==> src/rtl/screen_dump_sequencer.sv <==
// Fabric-side screen-dump sequencer: freezes the frame buffer and serves Nios pixel reads over a level handshake.
// Optional SCREEN_DUMP_ADDR_CHECK_EN: out-of-range read addresses return 0 and flag dump_error.
module screen_dump_sequencer #(
    parameter int unsigned ADDR_W         = 20,
    parameter int unsigned DATA_W         = 16,
    parameter int unsigned FB_DEPTH       = 786432,
    parameter int unsigned TIMEOUT_CYCLES = 50000000
) (
    input  logic              clk_clk,
    input  logic              reset_reset_n,
    input  logic              dump_start,
    input  logic              dump_abort,
    output logic [2:0]        events,
    input  logic [2:0]        response,
    input  logic [ADDR_W-1:0] req_address,
    output logic [DATA_W-1:0] pixel_data,
    output logic              fb_rd_req,
    output logic [ADDR_W-1:0] fb_addr,
    input  logic [DATA_W-1:0] fb_rd_data,
    input  logic              fb_rd_valid,
    output logic              fb_freeze,
    output logic              dump_busy,
    output logic              dump_done,
    output logic              dump_error,
    output logic [ADDR_W-1:0] pixel_count
);

    typedef enum logic [2:0] {
        IDLE, START, WAIT_ADDR, FETCH, PRESENT, FINISH, ABORT
    } state_t;

    localparam logic [31:0] WD_LIMIT = (TIMEOUT_CYCLES == 0) ? '0 : 32'(TIMEOUT_CYCLES - 1);

    state_t      state;
    logic [31:0] watchdog;
    logic        abort_pending;
    logic        timed;
    logic        wd_expired;
    logic        to_abort;
    logic        addr_oob;

    if (ADDR_W < 32 && FB_DEPTH > (32'd1 << ADDR_W)) begin : g_depth_check
        $error("FB_DEPTH exceeds the addressable range of ADDR_W");
    end

`ifdef SCREEN_DUMP_ADDR_CHECK_EN
    assign addr_oob = {1'b0, req_address} >= (ADDR_W + 1)'(FB_DEPTH);
`else
    assign addr_oob = 1'b0;
`endif

    assign timed      = (state == START) || (state == WAIT_ADDR) ||
                        (state == PRESENT) || (state == FINISH);
    assign wd_expired = timed && (watchdog >= WD_LIMIT);

    // An abort seen in FETCH is held until the outstanding read returns, so the
    // frame buffer never delivers data into a state that no longer expects it.
    always_comb begin
        to_abort = 1'b0;
        if (timed)
            to_abort = dump_abort || wd_expired;
        else if (state == FETCH)
            to_abort = fb_rd_valid && (abort_pending || dump_abort);
    end

    always_ff @(posedge clk_clk or negedge reset_reset_n) begin
        if (!reset_reset_n) begin
            state         <= IDLE;
            watchdog      <= '0;
            abort_pending <= 1'b0;
            events        <= '0;
            pixel_data    <= '0;
            fb_rd_req     <= 1'b0;
            fb_addr       <= '0;
            fb_freeze     <= 1'b0;
            dump_busy     <= 1'b0;
            dump_done     <= 1'b0;
            dump_error    <= 1'b0;
            pixel_count   <= '0;
        end else begin
            fb_rd_req <= 1'b0;
            dump_done <= 1'b0;
            if (timed && watchdog != '1)
                watchdog <= watchdog + 32'd1;

            if (to_abort) begin
                state         <= ABORT;
                watchdog      <= '0;
                abort_pending <= 1'b0;
                events        <= 3'b100;
                dump_error    <= 1'b1;
            end else begin
                case (state)
                    IDLE: begin
                        if (dump_start) begin
                            state         <= START;
                            watchdog      <= '0;
                            abort_pending <= 1'b0;
                            events        <= 3'b001;
                            fb_freeze     <= 1'b1;
                            dump_busy     <= 1'b1;
                            dump_error    <= 1'b0;
                            pixel_count   <= '0;
                        end
                    end
                    START: begin
                        if (response[0]) begin
                            state    <= WAIT_ADDR;
                            watchdog <= '0;
                        end
                    end
                    WAIT_ADDR: begin
                        if (response[2]) begin
                            state     <= FINISH;
                            watchdog  <= '0;
                            events[0] <= 1'b0;
                        end else if (response[1] && addr_oob) begin
                            state       <= PRESENT;
                            watchdog    <= '0;
                            pixel_data  <= '0;
                            events[1]   <= 1'b1;
                            pixel_count <= pixel_count + 1'b1;
                            dump_error  <= 1'b1;
                        end else if (response[1]) begin
                            state     <= FETCH;
                            watchdog  <= '0;
                            fb_addr   <= req_address;
                            fb_rd_req <= 1'b1;
                        end
                    end
                    FETCH: begin
                        if (dump_abort)
                            abort_pending <= 1'b1;
                        if (fb_rd_valid) begin
                            state       <= PRESENT;
                            watchdog    <= '0;
                            pixel_data  <= fb_rd_data;
                            events[1]   <= 1'b1;
                            pixel_count <= pixel_count + 1'b1;
                        end
                    end
                    PRESENT: begin
                        if (!response[1]) begin
                            state     <= WAIT_ADDR;
                            watchdog  <= '0;
                            events[1] <= 1'b0;
                        end
                    end
                    FINISH: begin
                        if (!response[0]) begin
                            state     <= IDLE;
                            watchdog  <= '0;
                            dump_done <= 1'b1;
                            fb_freeze <= 1'b0;
                            dump_busy <= 1'b0;
                        end
                    end
                    ABORT: begin
                        if (response == 3'b000) begin
                            state     <= IDLE;
                            watchdog  <= '0;
                            events    <= '0;
                            fb_freeze <= 1'b0;
                            dump_busy <= 1'b0;
                        end
                    end
                    default: begin
                        state    <= IDLE;
                        watchdog <= '0;
                    end
                endcase
            end
        end
    end

endmodule

==> config.mk <==
export PLATFORM = sky130hd
export DESIGN_NAME = screen_dump_sequencer
export DESIGN_NICKNAME = d
export VERILOG_FILES = /design/src/rtl/screen_dump_sequencer.sv
export SDC_FILE = /design/constraint.sdc
export NUM_CORES = 1
export LEC_CHECK = 0
export ABC_AREA = 0
export CORE_MARGIN = 2
export CORE_UTILIZATION = 45
export DETAILED_ROUTE_END_ITERATION = 10
export PLACE_DENSITY = 0.81
export SYNTH_ARGS = -nofsm -noshare
export SYNTH_HDL_FRONTEND = slang
export SYNTH_SLANG_ARGS = --single-unit
==> constraint.sdc <==
create_clock -name clk_clk -period 2.83 [get_ports clk_clk]
set_input_delay 0.566 -clock clk_clk [delete_from_list [all_inputs] [get_ports clk_clk]]
set_output_delay 0.566 -clock clk_clk [all_outputs]
set_load 0.01 [all_outputs]
==> metrics list <==
- Number of buffers added to fix hold violations after cts: 0
- The layer flagged by global routing as most heavily used is met2.
* I/O Buffers: between 100 and 150
- Synthesis instantiated 57 different standard cells from the library.
* Die Y: roughly 110 um
- In the routed design, unresolved DRC markers number 0.
- TritonCTS built the clock tree.
* Area enclosed by the die boundary: about 12,000 um2
* Worst slack after detailed placement: between 0.1 and 0.15 ns
* Pins over their slew limit: 0
- Fraction of post-synthesis cell area in the top cell type by area: 0.513
* Number of antenna violations at the first check in global routing: 0
- Data arrival time of the critical path: roughly 2.8 ns
- P&R area growth vs syn: 29.1%
- Count of endpoints failing setup in the final report: 0
- Least-Margin Pin Slew: about 0.7 ns
- Counting every instance in the synthesized netlist gives around 460.
- Global Route met3 Usage: 0.0339
- Dividing the detail-routed via count by the number of cells gives about 5.5.
- Run status: completed
- Of the total power, registers draw 0.413.
- Number of inserted diodes: 0
- Net count of the mapped netlist: 503
- The number of hold violations in the final report came to 0.
- The setup check on the worst reg-to-reg path leaves a slack of approximately 0.34 ns.
- The clock period could shrink to 2.49 ns.
- Number of storage elements in the synthesis netlist: slightly below 100
- Dominant register cell in the synthesized netlist: sky130_fd_sc_hd__dfrtp_1
- On the final layout, the worst clock skew is between 0.01 and 0.015 ns.
* Part of the Yosys area used for sequential elements: 0.513
- Post-route setup slack: about 0.34 ns
- The detailed router finished its first iteration with between 200 and 250 violations.
- Of the cells placed in the final design, the portion with a size suffix greater than 1 is 0.134.
- Critical path start-end classification: flip-flop to flip-flop
* FF-to-FF Start: watchdog[0]
- Critical-path cell with the highest stage delay: sky130_fd_sc_hd__dfrtp_1
- The longest clock path from root to sink contains 2 buffers.
- Largest stage delay on the critical path: approximately 0.42 ns
- Ratio of total power to cell area: roughly 760 nW/um2
- Setup crit start kind: flip-flop
- Placement row count: 37
- Max-Cap Viols: 0
* Via total after detailed routing: a little under 4k
- Of the total power, combinational logic draws 0.404.
- Synthesized area: 4830 um2
- Clock group share of total power: 0.182
- Largest net degree at the start of global routing: 53
- Internal Pwr Total: approximately 3000 uW
- In the final design database the tool counted ~610 nets.
- The core region is 10,400 um2.
- Largest driver fanout on the critical path: 17
- The endpoint identified for the worst register-to-register timing path is pixel_data[11].
- For this run, the number of Yosys warnings is 0.
- After clock tree synthesis, the setup repair step added 0 buffers.
* First-pass DRT Iterations: 4
* Max frequency: ~400 MHz
- Including well taps, the total number of placed cells is between 600 and 700.
* Final core utilization: 0.601
- For this block, the routed nets add up to about 11,000 um of wire.
- The congestion estimate from routability-driven global placement came to approximately 0.9.
* Antenna viol nets, final: 0
* Total clock buffers created by CTS: 9
- Overall track demand over capacity in global routing: 0.190
- CP endpoint kind: flip-flop
- The via count of the first global-routing pass was approximately 3.8k.
- Lkg Pwr: approximately 0.0026 uW
* Switch share: 0.353
- Cell chain of the critical path: ha_1 -> and4_1 -> a211oi_2 -> nor4_1 -> o31a_4 -> nor2_8 -> mux2_2
* Die width: roughly 110 um
* Total power: between 4000 and 5000 uW
- Detailed placer's ending HPWL: ~7600 um
- EDFF count, synth: 0
- Sink Count: between 90 and 100
- The number of gates resized after CTS was 0.
- In the final routed layout, each cell accounts on average for around 15 um.
* Top cell type by total area after synthesis: sky130_fd_sc_hd__dfrtp_1
* Latest clock arrival within the worst-skew pair: ~0.38 ns
- Period Utilization, post-route: 0.880
- Routing usage on met2: 0.309
- Async S/R FF share, synth: 1.00
- Global routing met1 resource utilization: 0.253
- Setup total negative slack on the finished layout was measured at 0 ns.
* Worst Path Required: roughly 3.1 ns
* Global route total overflow: 0
* Remaining max-slew budget at the tightest pin: 0.531
- Reg clk slew, reported paths: roughly 0.10 ns
- The root buffer cell chosen for the clock tree is sky130_fd_sc_hd__clkbuf_8.
- In this run the power spent charging and discharging nets is approximately 1700 uW.
- Count of pins on the block boundary: ~110
- Initial core utilization: 0.466
* Type of the tightest min-delay check: input port to async pin
* Number of standard cells in the final layout excluding fillers: between 700 and 800
- Setup repair after global routing missed its margin: false
- Worst voltage drop across the vdd grid: approximately 0.00043 V
- The first global-routing pass estimated between 15,000 and 20,000 um of wire.
* Average cell area after synthesis: approximately 11 um2
* Most area-consuming cells after synthesis: sky130_fd_sc_hd__dfrtp_1, sky130_fd_sc_hd__mux2_2, sky130_fd_sc_hd__nor2_1, sky130_fd_sc_hd__xor2_1, sky130_fd_sc_hd__nand2_1
- CTS built an H-tree with a depth of 3.
- Depth of the worst register-to-register path: 7
## synth_stat cells, types with 3 or more instances
cell type and count:
sky130_fd_sc_hd__dfrtp_1 99, sky130_fd_sc_hd__nor2_1 66, sky130_fd_sc_hd__nand2_1 41, sky130_fd_sc_hd__mux2_2 36
sky130_fd_sc_hd__xor2_1 22, sky130_fd_sc_hd__nand3_1 18, sky130_fd_sc_hd__o21ai_0 16, sky130_fd_sc_hd__nand4_1 14
sky130_fd_sc_hd__a21oi_1 10, sky130_fd_sc_hd__a31oi_1 9, sky130_fd_sc_hd__and3_1 8, sky130_fd_sc_hd__buf_6 8
sky130_fd_sc_hd__nor3_1 8, sky130_fd_sc_hd__o31ai_1 8, sky130_fd_sc_hd__xnor2_1 8, sky130_fd_sc_hd__and2_1 6
sky130_fd_sc_hd__inv_1 5, sky130_fd_sc_hd__nor2b_1 5, sky130_fd_sc_hd__nor4_1 5, sky130_fd_sc_hd__and4_1 4
sky130_fd_sc_hd__clkbuf_1 4, sky130_fd_sc_hd__or3_1 4, sky130_fd_sc_hd__buf_1 3, sky130_fd_sc_hd__buf_2 3
sky130_fd_sc_hd__mux2i_1 3, sky130_fd_sc_hd__nand3b_1 3, sky130_fd_sc_hd__nand4b_1 3, sky130_fd_sc_hd__o211ai_1 3
sky130_fd_sc_hd__o41ai_1 3
## flip-flops by register name, summed over array words and instances (netlist names), 3 cells and up
signal       count
events           3
fb_addr         20
pixel_count     20
pixel_data      16
state            3
watchdog        32
## placed cells by master (no fill, tap or decap), types with 3 or more instances in the layout
cell / count
sky130_fd_sc_hd__clkdlybuf4s50_1: 106
sky130_fd_sc_hd__dfrtp_1: 99
sky130_fd_sc_hd__nor2_1: 66
sky130_fd_sc_hd__nand2_1: 41
sky130_fd_sc_hd__mux2_2: 36
sky130_fd_sc_hd__xor2_1: 22
sky130_fd_sc_hd__nand3_1: 18
sky130_fd_sc_hd__o21ai_0: 16
sky130_fd_sc_hd__nand4_1: 14
sky130_fd_sc_hd__buf_4: 11
sky130_fd_sc_hd__a21oi_1: 10
sky130_fd_sc_hd__a31oi_1: 9
sky130_fd_sc_hd__clkbuf_8: 9
sky130_fd_sc_hd__nor3_1: 8
sky130_fd_sc_hd__and3_1: 8
sky130_fd_sc_hd__xnor2_1: 8
sky130_fd_sc_hd__o31ai_1: 8
sky130_fd_sc_hd__and2_1: 6
sky130_fd_sc_hd__nor4_1: 5
sky130_fd_sc_hd__inv_1: 5
sky130_fd_sc_hd__nor2b_1: 5
sky130_fd_sc_hd__and4_1: 4
sky130_fd_sc_hd__or3_1: 4
sky130_fd_sc_hd__nand3b_1: 3
sky130_fd_sc_hd__nand4b_1: 3
sky130_fd_sc_hd__mux2i_1: 3
sky130_fd_sc_hd__o211ai_1: 3
sky130_fd_sc_hd__o41ai_1: 3
sky130_fd_sc_hd__inv_6: 3
## through the flow
stage / cell area (um2) / hold slack (ns)
floorplan: 4830 / 0.270
global placement: 6050 / 0.489
detailed placement: 6050 / 0.488
CTS: 6230 / 0.219
global route: 6230 / 0.254
finish: 6230 / 0.195
## critical path, delay by kind of cell (launching register included)
| kind | cells | cell delay, ns |
|---|---|---|
| AO/OA/AOI/OAI | 2 | 0.67 |
| AND/OR/NAND/NOR | 3 | 0.66 |
| flip-flops | 1 | 0.42 |
| multiplexers | 1 | 0.38 |
| adder cells (fa/ha/maj) | 1 | 0.25 |
## power by group through the flow
stage               clock [uW]  sequential, uW  combinational, uW
CTS                        888            1960               1930
finish                     865            1960               1920
global route               954            2010               2060
global placement             0            1970               1870
detailed placement           0            1990               1930
floorplan                    0            2050               1030
## worst max-delay path by stage
stage	end	cells after the start	from	slack, ns
after detailed placement	watchdog[0]	6	response[2]	0.13
after global placement	pixel_data[14]	7	fb_rd_valid	0.23
after floorplan	fb_addr[0]	7	watchdog[10]	0.55
final	pixel_data[11]	7	watchdog[0]	0.34
after global routing	watchdog[6]	6	state[1]	0.17
after CTS	pixel_data[11]	7	watchdog[0]	0.31
## metal layers
| metal | wire [um] | vias to the layer above |
|---|---|---|
| met3 | 669 | 15 |
| met2 | 5130 | 132 |
| met5 | 0 | - |
| met4 | 179 | 0 |
| met1 | 4540 | 1916 |
| li1 | - | 1862 |
## kinds of logic after synthesis
| kind of cell | share of synthesized area |
|---|---|
| and+or+nand+nor | 0.210 |
| DFF | 0.513 |
| AOI/OAI and AO/OA | 0.0948 |
| muxes | 0.0902 |
| xor gates and xnor gates | 0.0544 |
| buffers and inverters | 0.0327 |
| adders and majority gates | 0.00518 |
## cell type report
class	count	area [um2]
fill	861	4140
sequential	99	2480
multi-input combinational	334	2200
timing repair buffer	119	1180
tap	136	170
clock buffer	9	124
clock inverter	7	58.8
inverter	5	18.8
Note: power is estimated with default switching activity, not from simulation.
